## src/rtl/demux_defs.vh

```
// rtl/demux_defs.vh - FSM state encodings shared across the demux files
`ifndef DEMUX_DEFS_VH
`define DEMUX_DEFS_VH

localparam logic [1:0] ST_IDLE  = 2'd0;
localparam logic [1:0] ST_ROUTE = 2'd1;
localparam logic [1:0] ST_DROP  = 2'd2;

`endif

```

## src/rtl/demux_1xn_stream_pkg.sv

```systemverilog
// rtl/demux_1xn_stream_pkg.sv - shared state type and select helper for the 1xN stream demux
package demux_1xn_stream_pkg;

    `include "demux_defs.vh"

    typedef enum logic [1:0] {
        IDLE  = ST_IDLE,
        ROUTE = ST_ROUTE,
        DROP  = ST_DROP
    } demux_state_e;

    function automatic logic sel_in_range(input int sel, input int n);
        return sel < n;
    endfunction

endpackage

```

## src/rtl/demux_1xn_stream_if.sv

```systemverilog
// rtl/demux_1xn_stream_if.sv - input stream, N output streams and error flag of the demux
interface demux_1xn_stream_if #(
    parameter int WIDTH = 8,
    parameter int N     = 4
);
    localparam int SELW = $clog2(N);

    logic [WIDTH-1:0]   in_data;
    logic               in_valid;
    logic               in_last;
    logic [SELW-1:0]    in_sel;
    logic               in_ready;
    logic [N*WIDTH-1:0] out_data;
    logic [N-1:0]       out_valid;
    logic [N-1:0]       out_last;
    logic [N-1:0]       out_ready;
    logic               err_clr;
    logic               err;

    modport slave (
        input  in_data, in_valid, in_last, in_sel, out_ready, err_clr,
        output in_ready, out_data, out_valid, out_last, err
    );

    modport master (
        output in_data, in_valid, in_last, in_sel, out_ready, err_clr,
        input  in_ready, out_data, out_valid, out_last, err
    );

endinterface

```

## src/rtl/demux_out_slot.sv

```systemverilog
// rtl/demux_out_slot.sv - one-entry output register; a load in the drain cycle wins
module demux_out_slot #(
    parameter int WIDTH = 8
) (
    input  logic             clk,
    input  logic             rst,
    input  logic             load,
    input  logic [WIDTH-1:0] ld_data,
    input  logic             ld_last,
    input  logic             ready,
    output logic             valid,
    output logic [WIDTH-1:0] data,
    output logic             last
);

    logic             valid_q;
    logic [WIDTH-1:0] data_q;
    logic             last_q;

    // Draining without a reload zeroes the slot so idle channels show 0 data.
    always_ff @(posedge clk) begin
        if (rst) begin
            valid_q <= 1'b0;
            data_q  <= '0;
            last_q  <= 1'b0;
        end else if (load) begin
            valid_q <= 1'b1;
            data_q  <= ld_data;
            last_q  <= ld_last;
        end else if (valid_q && ready) begin
            valid_q <= 1'b0;
            data_q  <= '0;
            last_q  <= 1'b0;
        end
    end

    assign valid = valid_q;
    assign data  = data_q;
    assign last  = last_q;

endmodule

```

## src/rtl/demux_1xn_stream.sv

```systemverilog
// rtl/demux_1xn_stream.sv - 1-to-N packet demux: channel chosen on the first beat, locked until last
module demux_1xn_stream
    import demux_1xn_stream_pkg::*;
#(
    parameter  int WIDTH = 8,
    parameter  int N     = 4,
    localparam int SELW  = $clog2(N)
) (
    input  logic               clk,
    input  logic               rst,
    demux_1xn_stream_if.slave  bus
);

    demux_state_e     state_q, state_d;
    logic [SELW-1:0]  lock_q, lock_d;
    logic             err_q, err_d;

    logic [SELW-1:0]  ch;
    logic             sel_bad;
    logic             discard;
    logic             in_ready;
    logic             accept;
    logic [N-1:0]     load;
    logic [N-1:0]     slot_valid;
    logic [N-1:0]     slot_last;
    logic [WIDTH-1:0] slot_data [N];
    logic [N*WIDTH-1:0] data_flat;

    assign ch      = (state_q == IDLE) ? bus.in_sel : lock_q;
    assign sel_bad = (state_q == IDLE) && !sel_in_range(int'(bus.in_sel), N);
    assign discard = (state_q == DROP) || sel_bad;

    // Discarded beats never wait; ch is only used as an index once it is known to be in range.
    always_comb begin
        in_ready = 1'b0;
        if (!rst) begin
            if (discard) begin
                in_ready = 1'b1;
            end else begin
                in_ready = !slot_valid[ch] || bus.out_ready[ch];
            end
        end
    end

    assign accept = bus.in_valid && in_ready;

    always_comb begin
        load = '0;
        for (int k = 0; k < N; k++) begin
            load[k] = accept && !discard && (ch == SELW'(k));
        end
    end

    for (genvar k = 0; k < N; k++) begin : g_slot
        demux_out_slot #(
            .WIDTH(WIDTH)
        ) u_slot (
            .clk     (clk),
            .rst     (rst),
            .load    (load[k]),
            .ld_data (bus.in_data),
            .ld_last (bus.in_last),
            .ready   (bus.out_ready[k]),
            .valid   (slot_valid[k]),
            .data    (slot_data[k]),
            .last    (slot_last[k])
        );
    end

    always_comb begin
        data_flat = '0;
        for (int k = 0; k < N; k++) begin
            data_flat[k*WIDTH +: WIDTH] = slot_data[k];
        end
    end

    // err_clr is applied first so a same-cycle error still sets the flag.
    always_comb begin
        state_d = state_q;
        lock_d  = lock_q;
        err_d   = err_q;
        if (bus.err_clr) begin
            err_d = 1'b0;
        end
        if (accept) begin
            case (state_q)
                IDLE: begin
                    if (sel_bad) begin
                        err_d = 1'b1;
                        if (!bus.in_last) begin
                            state_d = DROP;
                        end
                    end else if (!bus.in_last) begin
                        state_d = ROUTE;
                        lock_d  = bus.in_sel;
                    end
                end
                ROUTE, DROP: begin
                    if (bus.in_last) begin
                        state_d = IDLE;
                    end
                end
                default: state_d = IDLE;
            endcase
        end
    end

    always_ff @(posedge clk) begin
        if (rst) begin
            state_q <= IDLE;
            lock_q  <= '0;
            err_q   <= 1'b0;
        end else begin
            state_q <= state_d;
            lock_q  <= lock_d;
            err_q   <= err_d;
        end
    end

    assign bus.in_ready  = in_ready;
    assign bus.out_valid = slot_valid;
    assign bus.out_last  = slot_last;
    assign bus.out_data  = data_flat;
    assign bus.err       = err_q;

endmodule

```

## src/flat_wrapper.sv

```systemverilog
// flat-port wrapper written by rule: the top's interface ports become plain ports
module demux_1xn_stream_flat import demux_1xn_stream_pkg::*;
#(
    parameter  int WIDTH = 8,
    parameter  int N     = 4,
    localparam int SELW  = $clog2(N)
)
  (clk, rst, bus_in_data, bus_in_valid, bus_in_last, bus_in_sel, bus_out_ready, bus_err_clr, bus_in_ready, bus_out_data, bus_out_valid, bus_out_last, bus_err);
  demux_1xn_stream_if #(.WIDTH(WIDTH), .N(N)) bus_i ();
  input  logic clk;
  input  logic rst;
  input wire logic [$bits(bus_i.in_data)-1:0] bus_in_data;
  input wire logic [$bits(bus_i.in_valid)-1:0] bus_in_valid;
  input wire logic [$bits(bus_i.in_last)-1:0] bus_in_last;
  input wire logic [$bits(bus_i.in_sel)-1:0] bus_in_sel;
  input wire logic [$bits(bus_i.out_ready)-1:0] bus_out_ready;
  input wire logic [$bits(bus_i.err_clr)-1:0] bus_err_clr;
  output wire logic [$bits(bus_i.in_ready)-1:0] bus_in_ready;
  output wire logic [$bits(bus_i.out_data)-1:0] bus_out_data;
  output wire logic [$bits(bus_i.out_valid)-1:0] bus_out_valid;
  output wire logic [$bits(bus_i.out_last)-1:0] bus_out_last;
  output wire logic [$bits(bus_i.err)-1:0] bus_err;
  assign bus_i.in_data = bus_in_data;
  assign bus_i.in_valid = bus_in_valid;
  assign bus_i.in_last = bus_in_last;
  assign bus_i.in_sel = bus_in_sel;
  assign bus_i.out_ready = bus_out_ready;
  assign bus_i.err_clr = bus_err_clr;
  assign bus_in_ready = bus_i.in_ready;
  assign bus_out_data = bus_i.out_data;
  assign bus_out_valid = bus_i.out_valid;
  assign bus_out_last = bus_i.out_last;
  assign bus_err = bus_i.err;
  demux_1xn_stream #(.WIDTH(WIDTH), .N(N)) u_core (.clk(clk), .rst(rst), .bus(bus_i));
endmodule
```

## config.mk

```make
export PLATFORM = sky130hd
export DESIGN_NAME = demux_1xn_stream_flat
export DESIGN_NICKNAME = d
export VERILOG_FILES = /design/src/rtl/demux_1xn_stream_pkg.sv /design/src/rtl/demux_1xn_stream_if.sv /design/src/rtl/demux_out_slot.sv /design/src/rtl/demux_1xn_stream.sv /design/src/flat_wrapper.sv
export VERILOG_INCLUDE_DIRS = /design/src /design/src/rtl
export SDC_FILE = /design/constraint.sdc
export NUM_CORES = 1
export LEC_CHECK = 0
export CELL_PAD_IN_SITES_DETAIL_PLACEMENT = 1
export CELL_PAD_IN_SITES_GLOBAL_PLACEMENT = 2
export CORE_MARGIN = 2
export CORE_UTILIZATION = 27
export CTS_BUF_LIST = sky130_fd_sc_hd__clkbuf_16
export CTS_CLUSTER_DIAMETER = 150
export DETAILED_ROUTE_END_ITERATION = 10
export PLACE_DENSITY = 0.83
export SLEW_MARGIN = 0
export SYNTH_ARGS = -nofsm -noshare
export SYNTH_HDL_FRONTEND = slang
export SYNTH_SLANG_ARGS = --single-unit
```

## constraint.sdc

```tcl
create_clock -name clk -period 3.7 [get_ports clk]
set_input_delay 1.11 -clock clk [delete_from_list [all_inputs] [get_ports clk]]
set_output_delay 1.11 -clock clk [all_outputs]
set_load 0.05 [all_outputs]
```

==> flow_summary.yaml <==
floorplan:
  initial_core_util_pct: 28.1
  die_x_microns: 85.8
  core_area_sq_um: 6420
  die_area_sq_um: 7360
  rows: 29
  die_y_microns: 85.8
  pin_count: 61
timing:
  hold_violations: 0
  worst_pin_slew_ns: 0.669
  maxSlewHeadroom_pct: 55.2
  finalClockSkew_ns: 0.00164
  rsz0062_at_grt: "false"
  setup_ws_ns: 0.130
  setup-violations-final: 0
  drv_slew: 0
  finalCritPeriodShare_pct: 96.5
  fin_setup_tns_ns: 0
  timing.final.crit_period_ns: 3.57
  timing.fmax_ghz: 0.280
final_layout:
  stdcell_count: 349
  layout_commonest_cell: "clkdlybuf4s50_1"
  fin_nets: 291
  fill_cells: 774
  area_delta_synth_final_pct: 41.1
  antenna_cells: 0
  drive_above_1_share_pct: 6.25
  final_cell_mix: "clkdlybuf4s50_1, dfxtp_1, nand2_1"
place:
  gp_congestion: 0.683
  numPlacedInstances: 341
  preCtsSetupSlack_ns: 0.0868
  dp_hpwl_mm: 3.71
  port-buffer-count: 58
synthesis:
  syn_inst: 221
  ys.warnings.count: 0
  synthDistinctLibCells: 21
  ys_seq_area_share_pct: 47.7
  synth.net_count: 241
  synth_area_sq_um: 1810
  syn_avg_cell_area_sq_um: 8.17
  synth-seq-cells: 43
drt:
  finalWirelength_mm: 5.15
  wl_per_cell_microns: 14.7
  vias: 1643
  drt-initial-drc-count: 59
  drtAntennaViolNets: 0
  dr.pass1.iters: 8
  via_per_inst: 4.71
  drcViolationCount: 3
worst_setup_path:
  crit_family: "multiplexers"
  crit_path_frequent_cell: "mux2i_1"
  crit_chain: "clkdlybuf4s50_1 -> mux2_4 -> mux2i_1 -> mux2i_1 -> nor2_2 -> buf_12"
  crit_path_end_kind: "primary output"
  critPathLaunchType: "input pin"
  required_ns: 2.59
  slowest_delay_ns: 0.42
  cp_slowest_cell: "clkdlybuf4s50_1"
  r2r_slack_ns: 1.82
  timing_worst_setup_path_type: "input pin to primary output"
  worstPathArrival_ns: 2.46
  cp_max_fo: 3
  cp_num_buf_inv: 2
pwr:
  power_mw: 1.09
  power_density_nw_per_um2: 427
  leakage_nw: 0.865
  max-vdd-ir-drop_mv: 0.156
global_routing:
  antenna_found_initial: 0
  grt_pass1_wl_mm: 8.21
  grt_pass1_vias: 1584
  grt_start_max_net_pins: 47
  grt_usage_pct: 14.4
  gr-total-overflow: 0
clocking:
  clk_pin_slew_worst_paths_ns: 0.06
  h-tree-depth: 2
  clockBufferDepth: 2
  clock_latency_ns: 0.28
  post_cts_buffers: 0
  cts_buffers: 5
  cts.sinks: 43
  root_buffer: "clkbuf_16"
  cts_tree: "yes"
outcome:
  violations: "design-rule violations"
  status: "finished with violations"
job:
  max_cap_viol_count: 0
hold_path:
  min_path_type: "register to register"
## path summary, 6_finish.rpt
kind / cells after the start / to / start
min: 2 / u_core.g_slot[0].u_slot.last$_SDFFE_PP0P_ / u_core.g_slot[0].u_slot.last$_SDFFE_PP0P_
max: 6 / bus_in_ready / bus_in_sel[0]
min reg2reg: 2 / u_core.g_slot[0].u_slot.last$_SDFFE_PP0P_ / u_core.g_slot[0].u_slot.last$_SDFFE_PP0P_
max reg2reg: 5 / u_core.g_slot[2].u_slot.data[1]$_SDFFE_PP0P_ / u_core.state_q[0]$_SDFFE_PP0P_
## repair_timing
item,4_1_cts,5_1_grt
resized for setup,0,1
hold buffers,0,0
endpoints found under the setup margin,0,1
## where the power goes
group	switching (mW)	internal (mW)	leakage, nW	total, mW
Sequential	0.0109	0.479	0.348	0.490
Clock	0.173	0.245	0.0649	0.418
Combinational	0.111	0.0699	0.452	0.181
Total	0.294	0.794	0.865	1.09
## layer usage
| layer | track usage, % | vias up | share of wire (%) |
|---|---|---|---|
| met2 | 22.7 | 38 | 46 |
| li1 | - | 841 | - |
| met4 | 3.90 | 0 | 0.99 |
| met3 | 2.98 | 4 | 4.3 |
| met1 | 20.1 | 760 | 48 |
| met5 | 0 | - | 0 |
## logic make-up (layout without fill, tap and decap cells)
family / Yosys count / count (layout) / synth area share (%)
AND/OR/NAND/NOR: 109 / 109 / 29.0
flip-flops: 43 / 43 / 47.7
AO/OA/AOI/OAI: 38 / 38 / 10.5
buffers and inverters: 21 / 72 / 6.93
multiplexers: 8 / 8 / 4.99
adder cells (fa/ha/maj): 1 / 1 / 0.693
other: 1 / 1 / 0.208
## stage by stage
step	cell area [sq um]	utilization (%)	hold WS, ns
after floorplan	1810	-	0.448
after global routing	2550	39.7	0.491
final	2550	39.7	0.468
after CTS	2540	39.6	0.470
after global placement	2400	37.4	0.457
after detailed placement	2400	37.4	0.461
## sequential cells by signal, indices dropped and copies added (netlist names)
signal,count
u_core.g_slot.u_slot.data,32
u_core.lock_q,2
u_core.g_slot.u_slot.last,4
u_core.g_slot.u_slot.valid,4
u_core.state_q,1
## Yosys cell counts
cell type / n / area, sq um
ha_1: 1 / 12.5
nor3_2: 2 / 20.0
or3_1: 2 / 12.5
dfxtp_1: 43 / 861
conb_1: 1 / 3.75
buf_4: 9 / 67.6
nand3_1: 38 / 190
inv_1: 2 / 7.51
clkbuf_1: 5 / 18.8
nor2b_1: 6 / 37.5
nor2_1: 8 / 30.0
nor3b_2: 1 / 12.5
nand2_1: 42 / 158
buf_2: 4 / 20.0
mux2i_1: 6 / 60.1
buf_6: 1 / 11.3
mux2_4: 2 / 30.0
and2_1: 1 / 6.26
and3_1: 2 / 12.5
nand2b_1: 7 / 43.8
a21oi_1: 38 / 190
## worst register-to-register path, cell delays in order, from the launching register on
cell,delay [ns]
dfxtp_1,0.44
mux2_4,0.35
buf_4,0.17
nor3_2,0.58
nand2_1,0.12
a21oi_1,0.15
## layout make-up
type	instances	area, sq um	area share (%)
Clock buffer	5	125	4.91
Clock inverter	3	15.0	0.589
Inverter	2	7.51	0.295
Multi-Input combinational cell	157	822	32.3
Sequential cell	43	861	33.8
Tap cell	77	96.3	3.78
Timing Repair Buffer	62	621	24.4
(Power assumes the default switching activity.)
